--- config.mk ---
export PLATFORM = sky130hd
export DESIGN_NAME = frame_reader
export DESIGN_NICKNAME = d
export VERILOG_FILES = /design/src/rtl/frame_reader_pkg.sv /design/src/rtl/frame_reader_sig_delay.sv /design/src/rtl/frame_reader.sv
export SDC_FILE = /design/constraint.sdc
export NUM_CORES = 1
export LEC_CHECK = 0
export BUFFER_PORTS_ARGS = -buffer_cell sky130_fd_sc_hd__buf_2
export CAP_MARGIN = 0
export CORE_ASPECT_RATIO = 2
export CORE_MARGIN = 5
export CORE_UTILIZATION = 48
export CTS_CLUSTER_DIAMETER = 30
export DETAILED_ROUTE_END_ITERATION = 6
export PLACE_DENSITY = 0.74
export RECOVER_POWER = 25
export SLEW_MARGIN = 30
export SYNTH_ARGS = -nofsm -noshare
export SYNTH_HDL_FRONTEND = slang
export SYNTH_SLANG_ARGS = --single-unit
--- constraint.sdc ---
create_clock -name vclock -period 1.5 [get_ports vclock]
set_input_delay 0.375 -clock vclock [delete_from_list [all_inputs] [get_ports vclock]]
set_output_delay 0.375 -clock vclock [all_outputs]
set_load 0.005 [all_outputs]
--- src/rtl/frame_reader_pkg.sv ---
// Shared VGA geometry, pixel type and frame-reader FSM/pipe types.
package frame_reader_pkg;

    localparam int unsigned VGA_H_ACTIVE       = 640;
    localparam int unsigned VGA_V_ACTIVE       = 480;
    localparam int unsigned VGA_WORDS_PER_LINE = 320;

    localparam int unsigned ADDR_W  = 19;
    localparam int unsigned COORD_W = 11;
    localparam int unsigned WORD_W  = 24;
    localparam int unsigned PIX_W   = 12;

    typedef logic [PIX_W-1:0] pixel_t;

    typedef enum logic {
        WAIT_FRAME = 1'b0,
        RUN        = 1'b1
    } state_e;

    // Per-pixel timing that travels alongside the memory read.
    typedef struct packed {
        logic origin;
        logic hbit;
        logic blank;
        logic vsync;
        logic hsync;
    } timing_t;

    localparam timing_t TIMING_RST = '{origin: 1'b0, hbit: 1'b0, blank: 1'b1,
                                       vsync: 1'b1, hsync: 1'b1};

    // Word offset of a line: v*320 as (v<<8)+(v<<6), no multiplier.
    function automatic logic [ADDR_W-1:0] line_offset(input logic [COORD_W-1:0] v);
        return (ADDR_W'(v) << 8) + (ADDR_W'(v) << 6);
    endfunction

endpackage

--- src/rtl/frame_reader_sig_delay.sv ---
// Parameterised shift-register delay line with an asynchronous reset value.
module frame_reader_sig_delay #(
    parameter int unsigned       WIDTH   = 1,
    parameter int unsigned       DEPTH   = 1,
    parameter logic [WIDTH-1:0]  RST_VAL = '0
) (
    input  logic             clk,
    input  logic             rst_n,
    input  logic [WIDTH-1:0] din,
    output logic [WIDTH-1:0] dout
);

    logic [WIDTH-1:0] stage_q [DEPTH];
    logic [WIDTH-1:0] stage_d [DEPTH];

    // Shift one stage per clock.
    always_comb begin
        stage_d[0] = din;
        for (int unsigned i = 1; i < DEPTH; i++) begin
            stage_d[i] = stage_q[i-1];
        end
    end

    // Stage registers, cleared to the inactive value.
    always_ff @(posedge clk or negedge rst_n) begin
        if (!rst_n) begin
            for (int unsigned i = 0; i < DEPTH; i++) begin
                stage_q[i] <= RST_VAL;
            end
        end else begin
            for (int unsigned i = 0; i < DEPTH; i++) begin
                stage_q[i] <= stage_d[i];
            end
        end
    end

    assign dout = stage_q[DEPTH-1];

endmodule

--- src/rtl/frame_reader.sv ---
// Frame-buffer reader: fetches two-pixel words ahead of the raster and
// re-aligns pixels with the timing signals delayed by MEM_LAT+2 cycles.
module frame_reader
    import frame_reader_pkg::*;
#(
    parameter logic [ADDR_W-1:0] BASE_ADDR = 19'd0,
    parameter int unsigned       MEM_LAT   = 2,
    parameter int unsigned       H_ACTIVE  = VGA_H_ACTIVE,
    parameter int unsigned       V_ACTIVE  = VGA_V_ACTIVE
) (
    input  logic               vclock,
    input  logic               reset_n,
    input  logic [COORD_W-1:0] hcount,
    input  logic [COORD_W-1:0] vcount,
    input  logic               hsync_in,
    input  logic               vsync_in,
    input  logic               blank_in,
    output logic [ADDR_W-1:0]  mem_addr,
    output logic               mem_rd,
    input  logic [WORD_W-1:0]  mem_rdata,
    output pixel_t             pixel,
    output logic               hsync_out,
    output logic               vsync_out,
    output logic               blank_out,
    output logic               frame_start
);

    // Timing bundle runs one stage short; the output registers add the last.
    localparam int unsigned PIPE = MEM_LAT + 2;
    localparam int unsigned TDEPTH = PIPE - 1;

    state_e              state_q, state_d;
    logic                mem_rd_q, mem_rd_d;
    logic [ADDR_W-1:0]   mem_addr_q, mem_addr_d;
    logic [WORD_W-1:0]   word_q, word_d;
    pixel_t              pixel_q, pixel_d;
    logic                hsync_q, hsync_d;
    logic                vsync_q, vsync_d;
    logic                blank_q, blank_d;
    logic                frame_start_q, frame_start_d;

    logic                origin_c;
    logic                run_c;
    logic                fetch_c;
    logic                rvalid_c;
    timing_t             tin_c;
    timing_t             tdly;

    // Frame-origin detection and read gating: reads start on the origin cycle.
    always_comb begin
        state_d  = state_q;
        origin_c = (hcount == '0) && (vcount == '0);
        run_c    = (state_q == RUN) || origin_c;
        fetch_c  = run_c && (hcount < COORD_W'(H_ACTIVE)) &&
                   (vcount < COORD_W'(V_ACTIVE)) && !hcount[0];
        if (state_q == WAIT_FRAME && origin_c) begin
            state_d = RUN;
        end
    end

    // Timing signals to be delayed alongside the fetched word.
    always_comb begin
        tin_c        = TIMING_RST;
        tin_c.origin = origin_c && run_c;
        tin_c.hbit   = hcount[0];
        tin_c.blank  = blank_in;
        tin_c.vsync  = vsync_in;
        tin_c.hsync  = hsync_in;
    end

    frame_reader_sig_delay #(
        .WIDTH   ($bits(timing_t)),
        .DEPTH   (TDEPTH),
        .RST_VAL (TIMING_RST)
    ) u_timing_dly (
        .clk   (vclock),
        .rst_n (reset_n),
        .din   (tin_c),
        .dout  (tdly)
    );

    // Marks the cycle on which mem_rdata answers an issued strobe.
    frame_reader_sig_delay #(
        .WIDTH   (1),
        .DEPTH   (MEM_LAT),
        .RST_VAL (1'b0)
    ) u_rvalid_dly (
        .clk   (vclock),
        .rst_n (reset_n),
        .din   (mem_rd_q),
        .dout  (rvalid_c)
    );

    // Read request, word capture, pixel select and output alignment.
    always_comb begin
        mem_rd_d      = fetch_c;
        mem_addr_d    = mem_addr_q;
        if (fetch_c) begin
            mem_addr_d = BASE_ADDR + line_offset(vcount) + ADDR_W'(hcount[COORD_W-1:1]);
        end
        word_d        = rvalid_c ? mem_rdata : word_q;
        pixel_d       = '0;
        if (!tdly.blank && state_q == RUN) begin
            pixel_d = tdly.hbit ? word_d[23:12] : word_d[11:0];
        end
        hsync_d       = tdly.hsync;
        vsync_d       = tdly.vsync;
        blank_d       = tdly.blank;
        frame_start_d = tdly.origin;
    end

    // State and output registers.
    always_ff @(posedge vclock or negedge reset_n) begin
        if (!reset_n) begin
            state_q       <= WAIT_FRAME;
            mem_rd_q      <= 1'b0;
            mem_addr_q    <= '0;
            word_q        <= '0;
            pixel_q       <= '0;
            hsync_q       <= 1'b1;
            vsync_q       <= 1'b1;
            blank_q       <= 1'b1;
            frame_start_q <= 1'b0;
        end else begin
            state_q       <= state_d;
            mem_rd_q      <= mem_rd_d;
            mem_addr_q    <= mem_addr_d;
            word_q        <= word_d;
            pixel_q       <= pixel_d;
            hsync_q       <= hsync_d;
            vsync_q       <= vsync_d;
            blank_q       <= blank_d;
            frame_start_q <= frame_start_d;
        end
    end

    assign mem_rd      = mem_rd_q;
    assign mem_addr    = mem_addr_q;
    assign pixel       = pixel_q;
    assign hsync_out   = hsync_q;
    assign vsync_out   = vsync_q;
    assign blank_out   = blank_q;
    assign frame_start = frame_start_q;

endmodule

# After elaboration in Yosys (flattened, before gate mapping)
# Index checks and enable logic that the tools add are counted.
# classes
n_bitwise	1
order_cmp	2
addsub	2
mux	3
reduce_logical	12
# op_table
cell	n
$mux 12	2
$mux 24	1
$logic_not 11->1	2
$add 19x10->19	1
$add 19x17->19	1
$lt 11x10->1 const B	1
$lt 11x9->1 const B	1
$logic_and 1x1->1	7
$logic_not 1->1	2
$logic_or 1x1->1	1
$not 1->1	1
# totals
out_inout_bits	36
regBits	78

# Longest topological paths before layout
# logic_depth
depth_word	6
ltp_mapped	9
mapped_depth_nobuf	9

# Hierarchy
# Synthesis repeated with hierarchy kept, for this count alone.
# unflattened
hier_cells	252
area_unflattened_um2	3417.0
# by_module_without_submodules
mod	instances	cells_each	area_per_inst_um2
frame_reader	1	235	2980.4
frame_reader_sig_delay at u_timing_dly	1	15	386.6
frame_reader_sig_delay at u_rvalid_dly	1	2	50.0

# Least setup slack after synthesis
# Ideal clock, no wire load.
# synth_path
path_kind	input -> register
startpoint	input hcount[9]
endpoint	register mem_addr_q[17], in the netlist mem_addr[17]
arrival_time_ps	2326
stages	8
path_slack_ps	-921
setup_ps	95
path_cell_list	fa_1 -> inv_1 -> fa_1 -> nor2b_1 -> o2111ai_1 -> a311oi_1 -> nor3_1 -> o31ai_1
# synth_via
elab_chain_cells	6
word_cells_on_any_way	8
# synth_rtl
item	line_no	rtl
start: declaration	frame_reader.sv:13	input logic [COORD_W-1:0] hcount,
parallel branches: the longest is 6 deep, another holds $add 19x10->19	--	
end signal: assignment	frame_reader.sv:127	mem_addr_q <= mem_addr_d;
end: declaration	frame_reader.sv:34	logic [ADDR_W-1:0] mem_addr_q, mem_addr_d;
# Several ways; the timed one is not identified.
# A chain may end at the register's enable or synchronous reset.

# Worst setup path in the final report
# layout_path
startpoint	input hcount[9]
endpoint	register mem_addr_q[15], in the netlist mem_addr[15]
# Same word-level chain as after synthesis.

==> out/metrics.yaml <==
run_status:
  outcome: "finished, violations left"
  violations: "setup timing"
critical_path:
  cp.arrival_ns: 2.37
  crit_start: "hcount[9]"
  cp_max_fo: 2
  cp_num_buf_inv: 4
  max_stage_delay_ns: 0.56
  endpoint_kind: "flop"
  timing.rr.end: "mem_addr[12]"
  cp_top_family: "adder cells"
  worstSetupPathType: "input pin to flop"
  r2r_start: "state_q"
  reg2reg_slack_ns: 0.19
  worstSetupStartpointType: "input pin"
  cp_common_cell: "buf_6"
  path_cells: "buf_6, fa_1, inv_1, fa_2, nor2b_4, o2111ai_4, buf_4, buf_6, nand3_2, and3_4, o31ai_2"
  critPathSlowestCell: "fa_1"
  reg2regPathDepth: 4
  critical_path_required_ns: 1.71
die:
  start_util_pct: 49.2
  io_pins: 87
  die_y_um: 129
  fp-row-count: 43
  fp.dieW_um: 69.7
  coreArea_um2: 6940
  die-area_um2: 9010
synthesis:
  ys_warn_count: 0
  syn_nets: 326
  ys_types: 40
  synth_top_family_by_area: "multiplexers"
  synthMuxAreaShare_pct: 16.7
  netlist_area_um2: 3420
  syn_avg_cell_area_um2: 13.6
  synth-seq-area-share_pct: 57.6
  synth_edf_count: 0
  synth_xor_area_share_pct: 1.54
  ys.flop_type: "dfrtp_1"
  yosys.area_share.simple_pct: 6.88
  postSynthCellCount: 252
  async_flop_share_pct: 100
  synth-compound-area-share_pct: 6.52
  synth-seq-cells: 78
  synth_fa_ha_area_share_pct: 9.08
placement:
  port_buffers: 86
  dpl_worst_slack_ns: -0.952
  gp_congestion: 0.894
  placed_cell_area_um2: 4370
  dp.cells: 466
  dpl.hpwl_um: 6270
finish:
  final_area_um2: 4950
  post-route-util_pct: 71.3
  multi_input_area_um2: 1630
  area_growth_pct: 44.8
  layout.area.seq_um2: 1970
  final_layout_size_suffix_gt1_share_pct: 58.6
  layout_commonest_cell: "buf_2"
  final_cell_mix: "77 x buf_2, 66 x dfrtp_1, 43 x buf_4, 31 x mux2_2, 16 x nor2_1"
  nFillCells: 488
  final_cell_count_no_fill: 489
  diodes: 0
  fin_nets: 468
sta:
  setup_ws_ns: -0.658
  report.final.slew_viol_count: 0
  rsz0062_at_grt: "yes"
  fin_crit_ns: 2.16
  fmax_mhz: 463
  tightest_slew_ns: 0.648
  setup_viol: 18
  slew_headroom_pct: 56.8
  fin_crit_sh_pct: 144
  fin_skew_ns: 0.00555
  final_hold_viol_count: 0
global_routing:
  antenna_found_initial: 0
  grt_max_degree: 28
  globalRouteTotalUtil_pct: 19.4
  grt_pass1_wl_um: 13400
  grt_overflow: 0
  grt_pass1_vias: 2786
route:
  drtIter0Drc: 106
  drt_pass1_iterations: 4
  postRouteAntennaNets: 0
  wl_per_cell_um: 17.1
  drc: 0
  via_per_inst: 5.21
  wl_um: 8350
  vias: 2547
cts:
  cts-root-buf: "clkbuf_16"
  h-tree-depth: 3
  clock_latency_ns: 0.32
  cts_buffer_depth: 2
  tritoncts: "yes"
  cts_sinks: 78
  clk_transition_reported_paths_ns: 0.06
  cts_buffers: 9
power:
  power.switching_w: 0.00124
  vdd_drop_max_v: 0.00102
  p_sw_share_pct: 24.2
  p_leak_nw: 2.57
  power_frac_seq_pct: 41.8
  p_int_w: 0.00389
  pwr-share-comb_pct: 15.9
  pwr-share-clk_pct: 42.3
  p_per_area_nw_per_um2: 1040
min_path:
  hp-class: "input pin to flop"
  holdPathStages: 1
  hold-path-endpoint: "u_timing_dly.stage_d[6]"
  worstHoldStart: "vsync_in"
run:
  drv_cap: 0
-- layout make-up --
cell class / instances / share of cell area (%)
clock inverters: 6 / 1.39
inverters: 6 / 0.607
flip-flops and latches: 78 / 39.8
clock buffers: 10 / 4.83
multi-input cells: 161 / 33.0
well taps: 90 / 2.28
repair buffers: 138 / 18.2
-- through the flow --
| stage | TNS, ns | hold WS [ns] | power (W) |
|---|---|---|---|
| 6_report | -5.26 | 0.145 | 0.00513 |
| 5_1_grt | -6.31 | 0.133 | 0.00535 |
| 4_1_cts | -4.64 | 0.130 | 0.00515 |
| 3_5_place_dp | -13.08 | 0.304 | 0.00287 |
| 3_3_place_gp | -12.64 | 0.302 | 0.00285 |
| 2_1_floorplan | -6.04 | 0.0794 | 0.00252 |
-- cells in the mapped netlist (2+ instances only) --
cell type  count  share of area [%]
dfrtp_1       66                 48
mux2_2        36                 12
ha_1          20                7.3
nor2_1        17                1.9
dfstp_2       12                9.2
mux2i_1       12                3.5
nand2_1       11                1.2
a21oi_1        7                1.0
o21ai_0        7                1.0
a21o_1         6                1.3
inv_1          5               0.55
xnor2_1        5                1.3
nand3_1        4               0.59
nor4_1         4               0.73
and3_1         3               0.55
clkbuf_1       3               0.33
fa_1           3                1.8
mux2_4         3                1.3
buf_2          2               0.29
nand2b_1       2               0.37
nand4_1        2               0.37
nor3_1         2               0.29
o21a_1         2               0.44
o31ai_1        2               0.44
-- power groups by stage --
stage / Clock, W / Sequential [W] / Combinational [W]
floorplan: 0 / 0.00218 / 0.000343
global placement: 0 / 0.00218 / 0.000674
detailed placement: 0 / 0.00218 / 0.000687
CTS: 0.00224 / 0.00214 / 0.000766
global route: 0.00231 / 0.00214 / 0.000893
finish: 0.00217 / 0.00214 / 0.000817
-- repair_timing --
item | 4_1_cts | 5_1_grt
pin swaps | 14 | 8
endpoints found under the hold margin | 21 | 0
setup endpoints to repair | 19 | 19
buffers inserted | 3 | 3
hold buffers | 1 | 0
gates resized for setup | 31 | 12
-- layer usage --
| layer | routed length [um] | vias to the layer above | GRT usage (%) |
|---|---|---|---|
| met4 | 343 | 0 | 10.6 |
| met1 | 2860 | 1244 | 19.4 |
| met2 | 4690 | 90 | 36.9 |
| li1 | - | 1190 | - |
| met3 | 451 | 23 | 4.19 |
| met5 | 0 | - | 0 |
-- flip-flops by register name, indices dropped and copies added, names as in the netlist, 5 cells and up --
register,flops
word_q,24
mem_addr,19
pixel,12
u_timing_dly.stage_d,10
u_timing_dly.dout,5
-- worst reg2reg max path, stage by stage (launching register included) --
cell	delay, ns
dfrtp_1	0.37
nand2_1	0.08
o22a_4	0.27
inv_8	0.12
mux2_2	0.35
-- how the worst max path moves through the flow --
| stage | to | slack (ns) | depth (start not counted) |
|---|---|---|---|
| after detailed placement | mem_addr[17] | -0.95 | 9 |
| after CTS | mem_addr[17] | -0.54 | 9 |
| final | mem_addr[15] | -0.66 | 11 |
| after global placement | mem_addr[17] | -0.89 | 9 |
| after global routing | mem_addr[15] | -0.70 | 11 |
| after floorplan | mem_addr[17] | -0.69 | 8 |
-- kinds of logic after synthesis --
group | after synthesis
AO/OA/AOI/OAI | 32
flip-flops | 78
buffers and inverters | 13
multiplexers | 51
adder cells (fa/ha/maj) | 23
XOR/XNOR | 6
AND/OR/NAND/NOR | 49
(Power assumes the default switching activity.)
